==> config.mk <==
export PLATFORM = sky130hd
export DESIGN_NAME = ifetch_flat
export DESIGN_NICKNAME = d
export VERILOG_FILES = /design/src/rtl/ifetch_pkg.sv /design/src/rtl/ifetch_if.sv /design/src/rtl/ifetch_inst_queue.sv /design/src/rtl/ifetch.sv /design/src/flat_wrapper.sv
export SDC_FILE = /design/constraint.sdc
export NUM_CORES = 1
export LEC_CHECK = 0
export BUFFER_PORTS_ARGS = -buffer_cell sky130_fd_sc_hd__buf_2
export CAP_MARGIN = 20
export CORE_MARGIN = 4
export CORE_UTILIZATION = 42
export CTS_CLUSTER_DIAMETER = 50
export DETAILED_ROUTE_END_ITERATION = 10
export GPL_TIMING_DRIVEN = 0
export PLACE_DENSITY_LB_ADDON = 0.15
export SYNTH_ARGS = -nofsm -noshare
export SYNTH_HDL_FRONTEND = slang
export SYNTH_SLANG_ARGS = --single-unit
==> constraint.sdc <==
create_clock -name clk -period 18.2 [get_ports clk]
set_input_delay 0.91 -clock clk [delete_from_list [all_inputs] [get_ports clk]]
set_output_delay 0.91 -clock clk [all_outputs]
set_load 0.01 [all_outputs]
==> src/rtl/ifetch_pkg.sv <==
// -----------------------------------------------------------------------------
// ifetch_pkg
// Shared constants and types for the instruction fetch unit:
//   OPCODE_JAL    - major opcode of JAL, used for fetch-time redirect
//   IQ_DEPTH_DEF  - default instruction-queue depth
//   IQ_ENTRY_W    - width of one queue entry {inst, pc, pred}
//   fetch_state_e - IDLE / WAIT request state
//   iq_entry_t    - one instruction-queue entry
//   jal_offset()  - sign-extended J-type immediate of a JAL word
// -----------------------------------------------------------------------------
package ifetch_pkg;

    localparam logic [6:0] OPCODE_JAL   = 7'b1101111;
    localparam int         IQ_DEPTH_DEF = 16;
    localparam int         IQ_ENTRY_W   = 65;

    typedef enum logic {
        ST_IDLE = 1'b0,   // no request outstanding
        ST_WAIT = 1'b1    // request outstanding at pc
    } fetch_state_e;

    typedef struct packed {
        logic [31:0] inst;
        logic [31:0] pc;
        logic        pred;
    } iq_entry_t;

    // J-immediate: {imm[20], imm[10:1], imm[11], imm[19:12]} live in inst[31:12].
    function automatic logic [31:0] jal_offset(input logic [31:0] inst);
        return {{11{inst[31]}}, inst[31], inst[19:12], inst[20], inst[30:21], 1'b0};
    endfunction

endpackage

==> src/rtl/ifetch_if.sv <==
// -----------------------------------------------------------------------------
// ifetch_if
// Instruction-side request port between the fetch unit and the memory
// controller.
//   mem_in_flg  fetch request (controller's inst_in_flg)
//   mem_addr    fetch address (controller's inst_addr)
//   ret_flg     one-cycle return pulse (controller's ret_inst_in_flg)
//   ret_inst    returned word, valid only with ret_flg
// Modports: master = fetch unit, slave = memory controller.
// -----------------------------------------------------------------------------
interface ifetch_if;

    logic        mem_in_flg;
    logic [31:0] mem_addr;
    logic        ret_flg;
    logic [31:0] ret_inst;

    modport master (
        output mem_in_flg,
        output mem_addr,
        input  ret_flg,
        input  ret_inst
    );

    modport slave (
        input  mem_in_flg,
        input  mem_addr,
        output ret_flg,
        output ret_inst
    );

endinterface

==> src/rtl/ifetch_inst_queue.sv <==
// -----------------------------------------------------------------------------
// ifetch_inst_queue
// Synchronous FIFO of {inst, pc, pred} entries with push, pop, clear, an
// occupancy count and registered head outputs (no combinational path from
// pop_i to the head outputs).
//   clk, rst      clock, synchronous active-high reset
//   en_i          global enable; low holds every register
//   clr_i         empty the queue (wins over push/pop)
//   push_i        write push_data_i at the tail (never issued when full)
//   push_data_i   entry to write
//   pop_i         consume the head; ignored when empty
//   count_o       occupancy, 0..DEPTH
//   head_valid_o  head entry valid
//   head_o        registered copy of the head entry
// -----------------------------------------------------------------------------
module ifetch_inst_queue
    import ifetch_pkg::*;
#(
    parameter  int DEPTH = IQ_DEPTH_DEF,
    localparam int PTR_W = $clog2(DEPTH),
    localparam int CNT_W = PTR_W + 1
) (
    input  logic             clk,
    input  logic             rst,
    input  logic             en_i,
    input  logic             clr_i,
    input  logic             push_i,
    input  iq_entry_t        push_data_i,
    input  logic             pop_i,
    output logic [CNT_W-1:0] count_o,
    output logic             head_valid_o,
    output iq_entry_t        head_o
);

    logic [IQ_ENTRY_W-1:0] mem_q [DEPTH];

    logic [PTR_W-1:0] head_q, head_d;
    logic [PTR_W-1:0] tail_q, tail_d;
    logic [CNT_W-1:0] count_q, count_d, count_after_pop;
    logic             valid_q, valid_d;
    iq_entry_t        head_ent_q, head_ent_d;
    logic             do_pop;

    always_comb begin
        // NOTE: every combinational output is assigned unconditionally before
        // any branch, so no path can leave it unassigned and infer a latch.
        do_pop          = pop_i && valid_q;
        count_after_pop = count_q - CNT_W'(do_pop);
        head_d          = head_q + PTR_W'(do_pop);
        tail_d          = tail_q + PTR_W'(push_i);
        count_d         = count_after_pop + CNT_W'(push_i);
        valid_d         = (count_d != '0);
        head_ent_d      = head_ent_q;

        if (push_i && (count_after_pop == '0)) begin
            // Queue is (or becomes) empty, so the word being written is the
            // next head; storage is not written until this same edge.
            head_ent_d = push_data_i;
        end else if (count_after_pop != '0) begin
            head_ent_d = iq_entry_t'(mem_q[head_d]);
        end

        if (clr_i) begin
            head_d     = '0;
            tail_d     = '0;
            count_d    = '0;
            valid_d    = 1'b0;
            head_ent_d = head_ent_q;
        end
    end

    always_ff @(posedge clk) begin
        // NOTE: sequential state uses non-blocking assignments so every
        // register samples pre-edge values, independent of statement order.
        if (rst) begin
            head_q     <= '0;
            tail_q     <= '0;
            count_q    <= '0;
            valid_q    <= 1'b0;
            head_ent_q <= '0;
        end else if (en_i) begin
            head_q     <= head_d;
            tail_q     <= tail_d;
            count_q    <= count_d;
            valid_q    <= valid_d;
            head_ent_q <= head_ent_d;
        end
    end

    // NOTE: entry storage has no reset; count/valid gate every read, so
    // stale contents are never presented as a valid head.
    always_ff @(posedge clk) begin
        if (en_i && push_i && !clr_i) begin
            mem_q[tail_q] <= push_data_i;
        end
    end

    assign count_o      = count_q;
    assign head_valid_o = valid_q;
    assign head_o       = head_ent_q;

endmodule

==> src/rtl/ifetch.sv <==
// -----------------------------------------------------------------------------
// ifetch
// Instruction fetch unit. Holds the PC, issues one word fetch at a time to
// the memory controller, pushes {inst, pc, pred} into an instruction queue
// the decoder pops, and redirects on a commit-side flush.
//   clk, rst    clock, synchronous active-high reset
//   rdy         global enable; low holds all state
//   flush_flg   redirect from commit; flush_pc is the new PC
//   mem_bus     request/return port to the memory controller (master side)
//   iq_valid    queue head valid; iq_inst / iq_pc / iq_pred head fields
//   iq_pop      decoder consumes the head this cycle
// Build option: define IFU_JAL_PRED_EN to resolve JAL targets at fetch and
// mark those entries pred = 1; otherwise next PC is always pc + 4 and
// iq_pred stays 0.
// -----------------------------------------------------------------------------
module ifetch
    import ifetch_pkg::*;
#(
    parameter int          IQ_DEPTH = IQ_DEPTH_DEF,
    parameter logic [31:0] RST_PC   = 32'h0
) (
    input  logic        clk,
    input  logic        rst,
    input  logic        rdy,
    input  logic        flush_flg,
    input  logic [31:0] flush_pc,
    ifetch_if.master    mem_bus,
    output logic        iq_valid,
    output logic [31:0] iq_inst,
    output logic [31:0] iq_pc,
    output logic        iq_pred,
    input  logic        iq_pop
);

    localparam int CNT_W = $clog2(IQ_DEPTH) + 1;

    fetch_state_e     state_q, state_d;
    logic [31:0]      pc_q, pc_d;
    logic [31:0]      next_pc;
    logic             pred;
    logic             iq_push;
    logic             iq_clr;
    logic             iq_has_room;
    logic [CNT_W-1:0] iq_count;
    iq_entry_t        push_entry;
    iq_entry_t        head_entry;

    // Successor of the word returning now.
    always_comb begin
        next_pc = pc_q + 32'd4;
        pred    = 1'b0;
`ifdef IFU_JAL_PRED_EN
        if (mem_bus.ret_inst[6:0] == OPCODE_JAL) begin
            next_pc = pc_q + jal_offset(mem_bus.ret_inst);
            pred    = 1'b1;
        end
`endif
    end

    assign push_entry  = '{inst: mem_bus.ret_inst, pc: pc_q, pred: pred};
    // Room is checked before issue; with one request in flight a push can
    // therefore never meet a full queue.
    assign iq_has_room = (iq_count < CNT_W'(IQ_DEPTH));

    always_comb begin
        state_d = state_q;
        pc_d    = pc_q;
        iq_push = 1'b0;
        iq_clr  = 1'b0;

        if (rdy) begin
            if (flush_flg) begin
                // A return in the flush cycle belongs to the squashed path
                // and is dropped; the controller drops its fetch as well.
                iq_clr  = 1'b1;
                pc_d    = flush_pc;
                state_d = ST_IDLE;
            end else begin
                case (state_q)
                    ST_IDLE: begin
                        if (iq_has_room) begin
                            state_d = ST_WAIT;
                        end
                    end
                    ST_WAIT: begin
                        if (mem_bus.ret_flg) begin
                            iq_push = 1'b1;
                            pc_d    = next_pc;
                            state_d = ST_IDLE;
                        end
                    end
                    default: state_d = ST_IDLE;
                endcase
            end
        end
    end

    always_ff @(posedge clk) begin
        if (rst) begin
            state_q <= ST_IDLE;
            pc_q    <= RST_PC;
        end else begin
            state_q <= state_d;
            pc_q    <= pc_d;
        end
    end

    // Gated by ret_flg so the controller never sees a second request for an
    // address whose word is already returning; not gated by rdy.
    assign mem_bus.mem_in_flg = (state_q == ST_WAIT) && !mem_bus.ret_flg && !flush_flg;
    assign mem_bus.mem_addr   = pc_q;

    ifetch_inst_queue #(
        .DEPTH (IQ_DEPTH)
    ) u_inst_queue (
        .clk          (clk),
        .rst          (rst),
        .en_i         (rdy),
        .clr_i        (iq_clr),
        .push_i       (iq_push),
        .push_data_i  (push_entry),
        .pop_i        (iq_pop),
        .count_o      (iq_count),
        .head_valid_o (iq_valid),
        .head_o       (head_entry)
    );

    assign iq_inst = head_entry.inst;
    assign iq_pc   = head_entry.pc;
    assign iq_pred = head_entry.pred;

endmodule

==> src/flat_wrapper.sv <==
// flat-port wrapper written by rule: the top's interface ports become plain ports
module ifetch_flat import ifetch_pkg::*;
#(
    parameter int          IQ_DEPTH = IQ_DEPTH_DEF,
    parameter logic [31:0] RST_PC   = 32'h0
)
  (clk, rst, rdy, flush_flg, flush_pc, iq_valid, iq_inst, iq_pc, iq_pred, iq_pop, mem_bus_mem_in_flg, mem_bus_mem_addr, mem_bus_ret_flg, mem_bus_ret_inst);
  ifetch_if mem_bus_i ();
  input  logic clk;
  input  logic rst;
  input  logic rdy;
  input  logic flush_flg;
  input  logic [31:0] flush_pc;
  output logic iq_valid;
  output logic [31:0] iq_inst;
  output logic [31:0] iq_pc;
  output logic iq_pred;
  input  logic iq_pop;
  output wire logic [$bits(mem_bus_i.mem_in_flg)-1:0] mem_bus_mem_in_flg;
  output wire logic [$bits(mem_bus_i.mem_addr)-1:0] mem_bus_mem_addr;
  input wire logic [$bits(mem_bus_i.ret_flg)-1:0] mem_bus_ret_flg;
  input wire logic [$bits(mem_bus_i.ret_inst)-1:0] mem_bus_ret_inst;
  assign mem_bus_mem_in_flg = mem_bus_i.mem_in_flg;
  assign mem_bus_mem_addr = mem_bus_i.mem_addr;
  assign mem_bus_i.ret_flg = mem_bus_ret_flg;
  assign mem_bus_i.ret_inst = mem_bus_ret_inst;
  ifetch #(.IQ_DEPTH(IQ_DEPTH), .RST_PC(RST_PC)) u_core (.clk(clk), .rst(rst), .rdy(rdy), .flush_flg(flush_flg), .flush_pc(flush_pc), .mem_bus(mem_bus_i), .iq_valid(iq_valid), .iq_inst(iq_inst), .iq_pc(iq_pc), .iq_pred(iq_pred), .iq_pop(iq_pop));
endmodule
# Word-level counts from Yosys, hierarchy flattened
# Memory sizes are Yosys's and may differ from the RTL's.
# Index checks and enable logic that the tools add are counted.
# op_classes
addsub	5
n_lt_le_gt_ge	1
n_mux	21
n_bitwise	2
n_reduce_logical	17
# ops
cell	count
$mux W65	2
$mux W32	3
$add A32 B3 Y32 const B	1
$mux W1	12
$reduce_bool A5 Y1	2
$add A4 B1 Y4	2
$mux W4	2
$logic_and A1 B1 Y1	6
$reduce_and A3 Y1	2
$reduce_bool A2 Y1	3
$add A5 B1 Y5	1
$logic_not A5 Y1	1
$lt A5 B5 Y1 const B	1
$mux W5	1
$sub A5 B1 Y5	1
$logic_not A1 Y1	3
$not A1 Y1	2
$pmux W1 S2	1
# word_totals
ff_bits	112
mem_bits_rw	1024
wordCells	56
n_memories	1
# memory_table
name	words	word_bits	read_ports	rd_clocked_by_memory_dff	write_ports	line	rtl
u_core.u_inst_queue.mem_q	16	64	1	0	1	ifetch_inst_queue.sv:35	logic [IQ_ENTRY_W-1:0] mem_q [DEPTH];

# Longest topological paths before layout
# depth
word_depth	8
ltp_mapped	12
ltp_nobuf	10

# By module
# A second synthesis with hierarchy kept.
# unflattened
cells_unflattened	2470
hier_area_um2	45508.6
# modules_own_cells
mod	n_inst	cells_per_inst	area_each_um2	seq_area_each_um2
ifetch_inst_queue	1	2205	43510.5	32811.5
ifetch	1	265	1998.2	660.6

# Worst setup path before layout
# OpenSTA, ideal clock, no wires.
# synth_path
path_type	input to register
startpoint	input rdy
endpoint	memory u_core.u_inst_queue.mem_q[0][0] (netlist name) (enable)
setup_ns	0.565
arrival_ns	6.297
slack_ns	11.338
stages	6
n_path_buf	2
path_cell_list	clkbuf_1 nor2b_1 buf_2 nand2_2 or3_1 nor3_1
# synth_between
elab_chain_len	5
word_cells_on_any_way	7
# synth_rtl
element	line	rtl
start, declared	flat_wrapper.sv:11	input logic rdy;
$mux W1	ifetch.sv:71	if (rdy) begin
$logic_and A1 B1 Y1 / $logic_not A1 Y1 (equally long branches)	ifetch_inst_queue.sv:93	if (en_i && push_i && !clr_i) begin
$logic_and A1 B1 Y1 *	ifetch_inst_queue.sv:93	
$mux W1 *	ifetch_inst_queue.sv:93	
$mux W1 (not written as such) *	ifetch_inst_queue.sv:94	mem_q[tail_q] <= push_data_i;
end, declared	ifetch_inst_queue.sv:35	
# Every way passes the cells marked *; elsewhere a longest branch is shown, timed or not.

# Worst setup path after layout
# layout_path
startpoint	register u_core.u_inst_queue.valid_q (netlist: u_core.u_inst_queue.head_valid_o)
endpoint	register u_core.u_inst_queue.head_ent_q, in the netlist u_core.u_inst_queue.head_o[31]
# layout_between
elab_chain_len	6
word_cells_on_any_way	11
# layout_rtl
element	line	rtl
start, declared	ifetch_inst_queue.sv:40	logic valid_q, valid_d;
start signal, assigned	ifetch_inst_queue.sv:85	valid_q <= valid_d;
$logic_and A1 B1 Y1 *	ifetch_inst_queue.sv:47	do_pop = pop_i && valid_q;
branches (longest 5 deep; another with $mem_v2 Z16 W64)	-	
end signal, assigned	ifetch_inst_queue.sv:86	head_ent_q <= head_ent_d;
end, declared	ifetch_inst_queue.sv:41	iq_entry_t head_ent_q, head_ent_d;
# Mark *: on every way between the ends. The select of a mux whose other input is x is not followed.
# A chain may end at the register's enable or synchronous reset.

==> impl_metrics.ini <==
[floorplan]
fp.coreArea_mm2 = 0.104
dieWidth_um = 333
start_util_pct = 42.5
die_y_um = 333
die_area_mm2 = 0.111
ioPinCount = 169
num_rows = 118

[worst_setup_path]
r2r-end = u_core.u_inst_queue.head_o[31]
rrSetupSlack_ns = 14.28
worstPathRequired_ns = 18.86
r2r_cells = 10
cp_max_fo = 10
cp-endpoint = u_core.u_inst_queue.head_o[31]
r2r-start = u_core.u_inst_queue.head_valid_o
endpoint_kind = flop
startpoint_type = flop
arrival_ns = 4.58
crit_start = u_core.u_inst_queue.head_valid_o
crit_type = reg -> reg

[logic_synthesis]
synthesis.area_mm2 = 0.0442
syn_area_per_cell_um2 = 14.3
synth_common_cells = 1024 x edfxtp_1, 544 x nand2_1, 461 x nand3_1, 261 x mux2i_1, 129 x a221oi_1
synth-edff-count = 1024
synth_top_area_share_pct = 69.5
synth_nets = 3164
ys_async_sr_fraction_pct = 0
yosysUniqueCellTypes = 66
yosysTopAreaCell = edfxtp_1
synthFlopType = edfxtp_1
yosys-top-cells-area = edfxtp_1 70%, mux2i_1 5.9%, nand3_1 5.2%
ys_ff_latch = 1135
yosysMostFrequentCell = edfxtp_1
ys_seq_area_share_pct = 74.6
syn_inst = 3087
yosysWarnings = 0

[sta]
hold_violations = 0
fin_setup_tns_ns = 0
fmax_ghz = 0.255
setup_violations = 0
rsz0062_at_grt = no
drv_slew = 0
skew_ns = 0.0291
finalCritPeriodShare_pct = 21.5
slew_headroom_pct = 26.2
worst_slew_pin_slew_ns = 1.10
layout_min_cycle_time_ns = 3.92

[power_and_ir_drop]
irDropWorstVdd_mv = 0.0599
power.density_mw_per_mm2 = 107
p_leak_uw = 0.0196

[place]
dp_hpwl_um = 81500
port_buffers = 166
gp_congestion = 0.826

[grt]
gr-total-overflow = 0
grt_start_max_net_pins = 28
grt_pass1_vias = 28000
grt_pass1_wl_um = 179000
antenna_found_initial = 5
gr-usage-all-layers_pct = 21.5

[route]
drt-wirelength-per-cell_um = 24.5
first_pass_iters = 6
via_per_inst = 5.63
detail-route-antenna-nets = 0
routed_wl_um = 121000
dr_total_vias = 27700
drtIter0Drc = 2526
route.detailed.drc = 0

[hold_path]
hp-class = in -> reg

[cells_and_area]
nNetsFinal = 3516
area_delta_synth_final_pct = 17.7
layout-drive-gt1-share_pct = 14.5
fin_util_pct = 50.0

[clock_tree]
cts_tree = built
cts_hold_buffers = 0
root_buffer = clkbuf_16
cts_setup_buffers = 0
cts_buffers = 130
h-tree-depth = 4
clock_latency_ns = 0.73
cts_buffer_depth = 3
cts_sinks = 1135
path_clk_slew_ns = 0.06
cts_resized = 0

[outcome]
outcome = completed

[run]
drv_cap = 0
==> cells by family (layout without fill, tap and decap cells) <==
family / count (synthesis) / in the layout / synth area share [%]
muxes: 262 / 262 / 5.93
and+or+nand+nor: 1151 / 1151 / 11.7
xor gates and xnor gates: 9 / 9 / 0.195
other: 1 / 4 / 0.00848
buffers and inverters: 209 / 670 / 2.07
DFF: 1135 / 1135 / 74.6
adders and majority gates: 7 / 7 / 0.198
AOI/OAI and AO/OA: 313 / 313 / 5.32
==> layout by cell type, fill, tap and decap left out, types with 8 or more instances in the layout <==
| cell | netlist | layout |
|---|---|---|
| a21oi_1 | 43 | 43 |
| mux2i_1 | 261 | 261 |
| buf_1 | 12 | 12 |
| nor2_4 | 1 | 13 |
| nor3_1 | 18 | 14 |
| nor2_1 | 57 | 45 |
| nand3_1 | 461 | 461 |
| a31oi_1 | 14 | 14 |
| or3_1 | 8 | 8 |
| clkinv_2 | 0 | 8 |
| inv_1 | 9 | 9 |
| clkinv_1 | 1 | 18 |
| dfxtp_1 | 111 | 111 |
| nand2_1 | 544 | 544 |
| bufinv_16 | 0 | 8 |
| clkbuf_8 | 0 | 14 |
| nand3b_1 | 8 | 8 |
| o21ai_0 | 22 | 22 |
| clkbuf_1 | 118 | 147 |
| buf_6 | 6 | 30 |
| inv_6 | 0 | 9 |
| buf_2 | 60 | 226 |
| edfxtp_1 | 1024 | 1024 |
| clkbuf_16 | 0 | 134 |
| nand4_1 | 8 | 8 |
| buf_12 | 0 | 23 |
| a22oi_1 | 76 | 76 |
| a221oi_1 | 129 | 129 |
==> cell type report <==
| cell class | count | area [um^2] |
|---|---|---|
| Inverter | 10 | 37.5 |
| Tap cell | 1380 | 1730 |
| Antenna cell | 3 | 7.51 |
| Fill cell | 8816 | 52000 |
| Multi-Input combinational cell | 1743 | 10400 |
| Sequential cell | 1135 | 33000 |
| Clock buffer | 181 | 3670 |
| Timing Repair Buffer | 220 | 1680 |
| Clock inverter | 60 | 622 |
| Buffer | 199 | 883 |
==> worst max-delay path, stage by stage (launching register included) <==
cell and delay [ns]:
dfxtp_1 0.43, nand2_1 0.21, xor2_2 0.84, buf_2 0.45
clkbuf_1 0.62, buf_8 0.25, clkbuf_1 0.50, nand2_1 0.11
nand3_1 0.11, nand3_1 0.19, nand3_1 0.14
==> where the power goes <==
part           total [uW]  switching, uW  leakage, uW  internal, uW
clock                2570           1040      0.00207          1540
sequential           2870           29.8       0.0101          2840
combinational         106           72.8      0.00738          32.8
==> flip-flops by register name, indices dropped and copies added (netlist names) <==
register and flops:
u_core.mem_bus.mem_addr 32, u_core.state_q 1, u_core.u_inst_queue.count_o 5, u_core.u_inst_queue.head_o 64, u_core.u_inst_queue.head_q 4, u_core.u_inst_queue.head_valid_o 1, u_core.u_inst_queue.mem_q 1024, u_core.u_inst_queue.tail_q 4
==> per-stage QoR <==
step           area (um^2)  worst slack [ns]  power [uW]  cells  hold WS [ns]
2_1_floorplan        44200             11.34        2960   3087         0.464
3_3_place_gp         46800              6.51        3030   4633         0.472
3_5_place_dp         47800             13.66        3030   4687         0.479
4_1_cts              52000             14.25        5600   4928         0.400
5_1_grt              52000             14.09        5720   4928         0.436
6_report             52100             14.28        5550   4931         0.458
==> worst min path at each step <==
stage,slack [ns],from,endpoint,depth (start not counted)
after global placement,0.47,u_core.u_inst_queue.head_q[3],u_core.u_inst_queue.head_q[3],2
final,0.46,flush_pc[0],u_core.mem_bus.mem_addr[0],3
after floorplan,0.46,u_core.u_inst_queue.head_q[3],u_core.u_inst_queue.head_q[3],2
after CTS,0.40,flush_pc[1],u_core.mem_bus.mem_addr[1],3
after detailed placement,0.48,u_core.u_inst_queue.head_o[16],u_core.u_inst_queue.head_o[16],2
after global routing,0.44,flush_pc[0],u_core.mem_bus.mem_addr[0],3
==> layer usage <==
metal,GRT usage (%),vias to the layer above,wire [um]
li1,-,12500,-
met1,28.8,14000,51600
met2,35.4,1041,57800
met3,3.96,197,8120
met4,7.26,0,3380
met5,0,-,0
No activity file was read; power rests on OpenSTA's default activity.
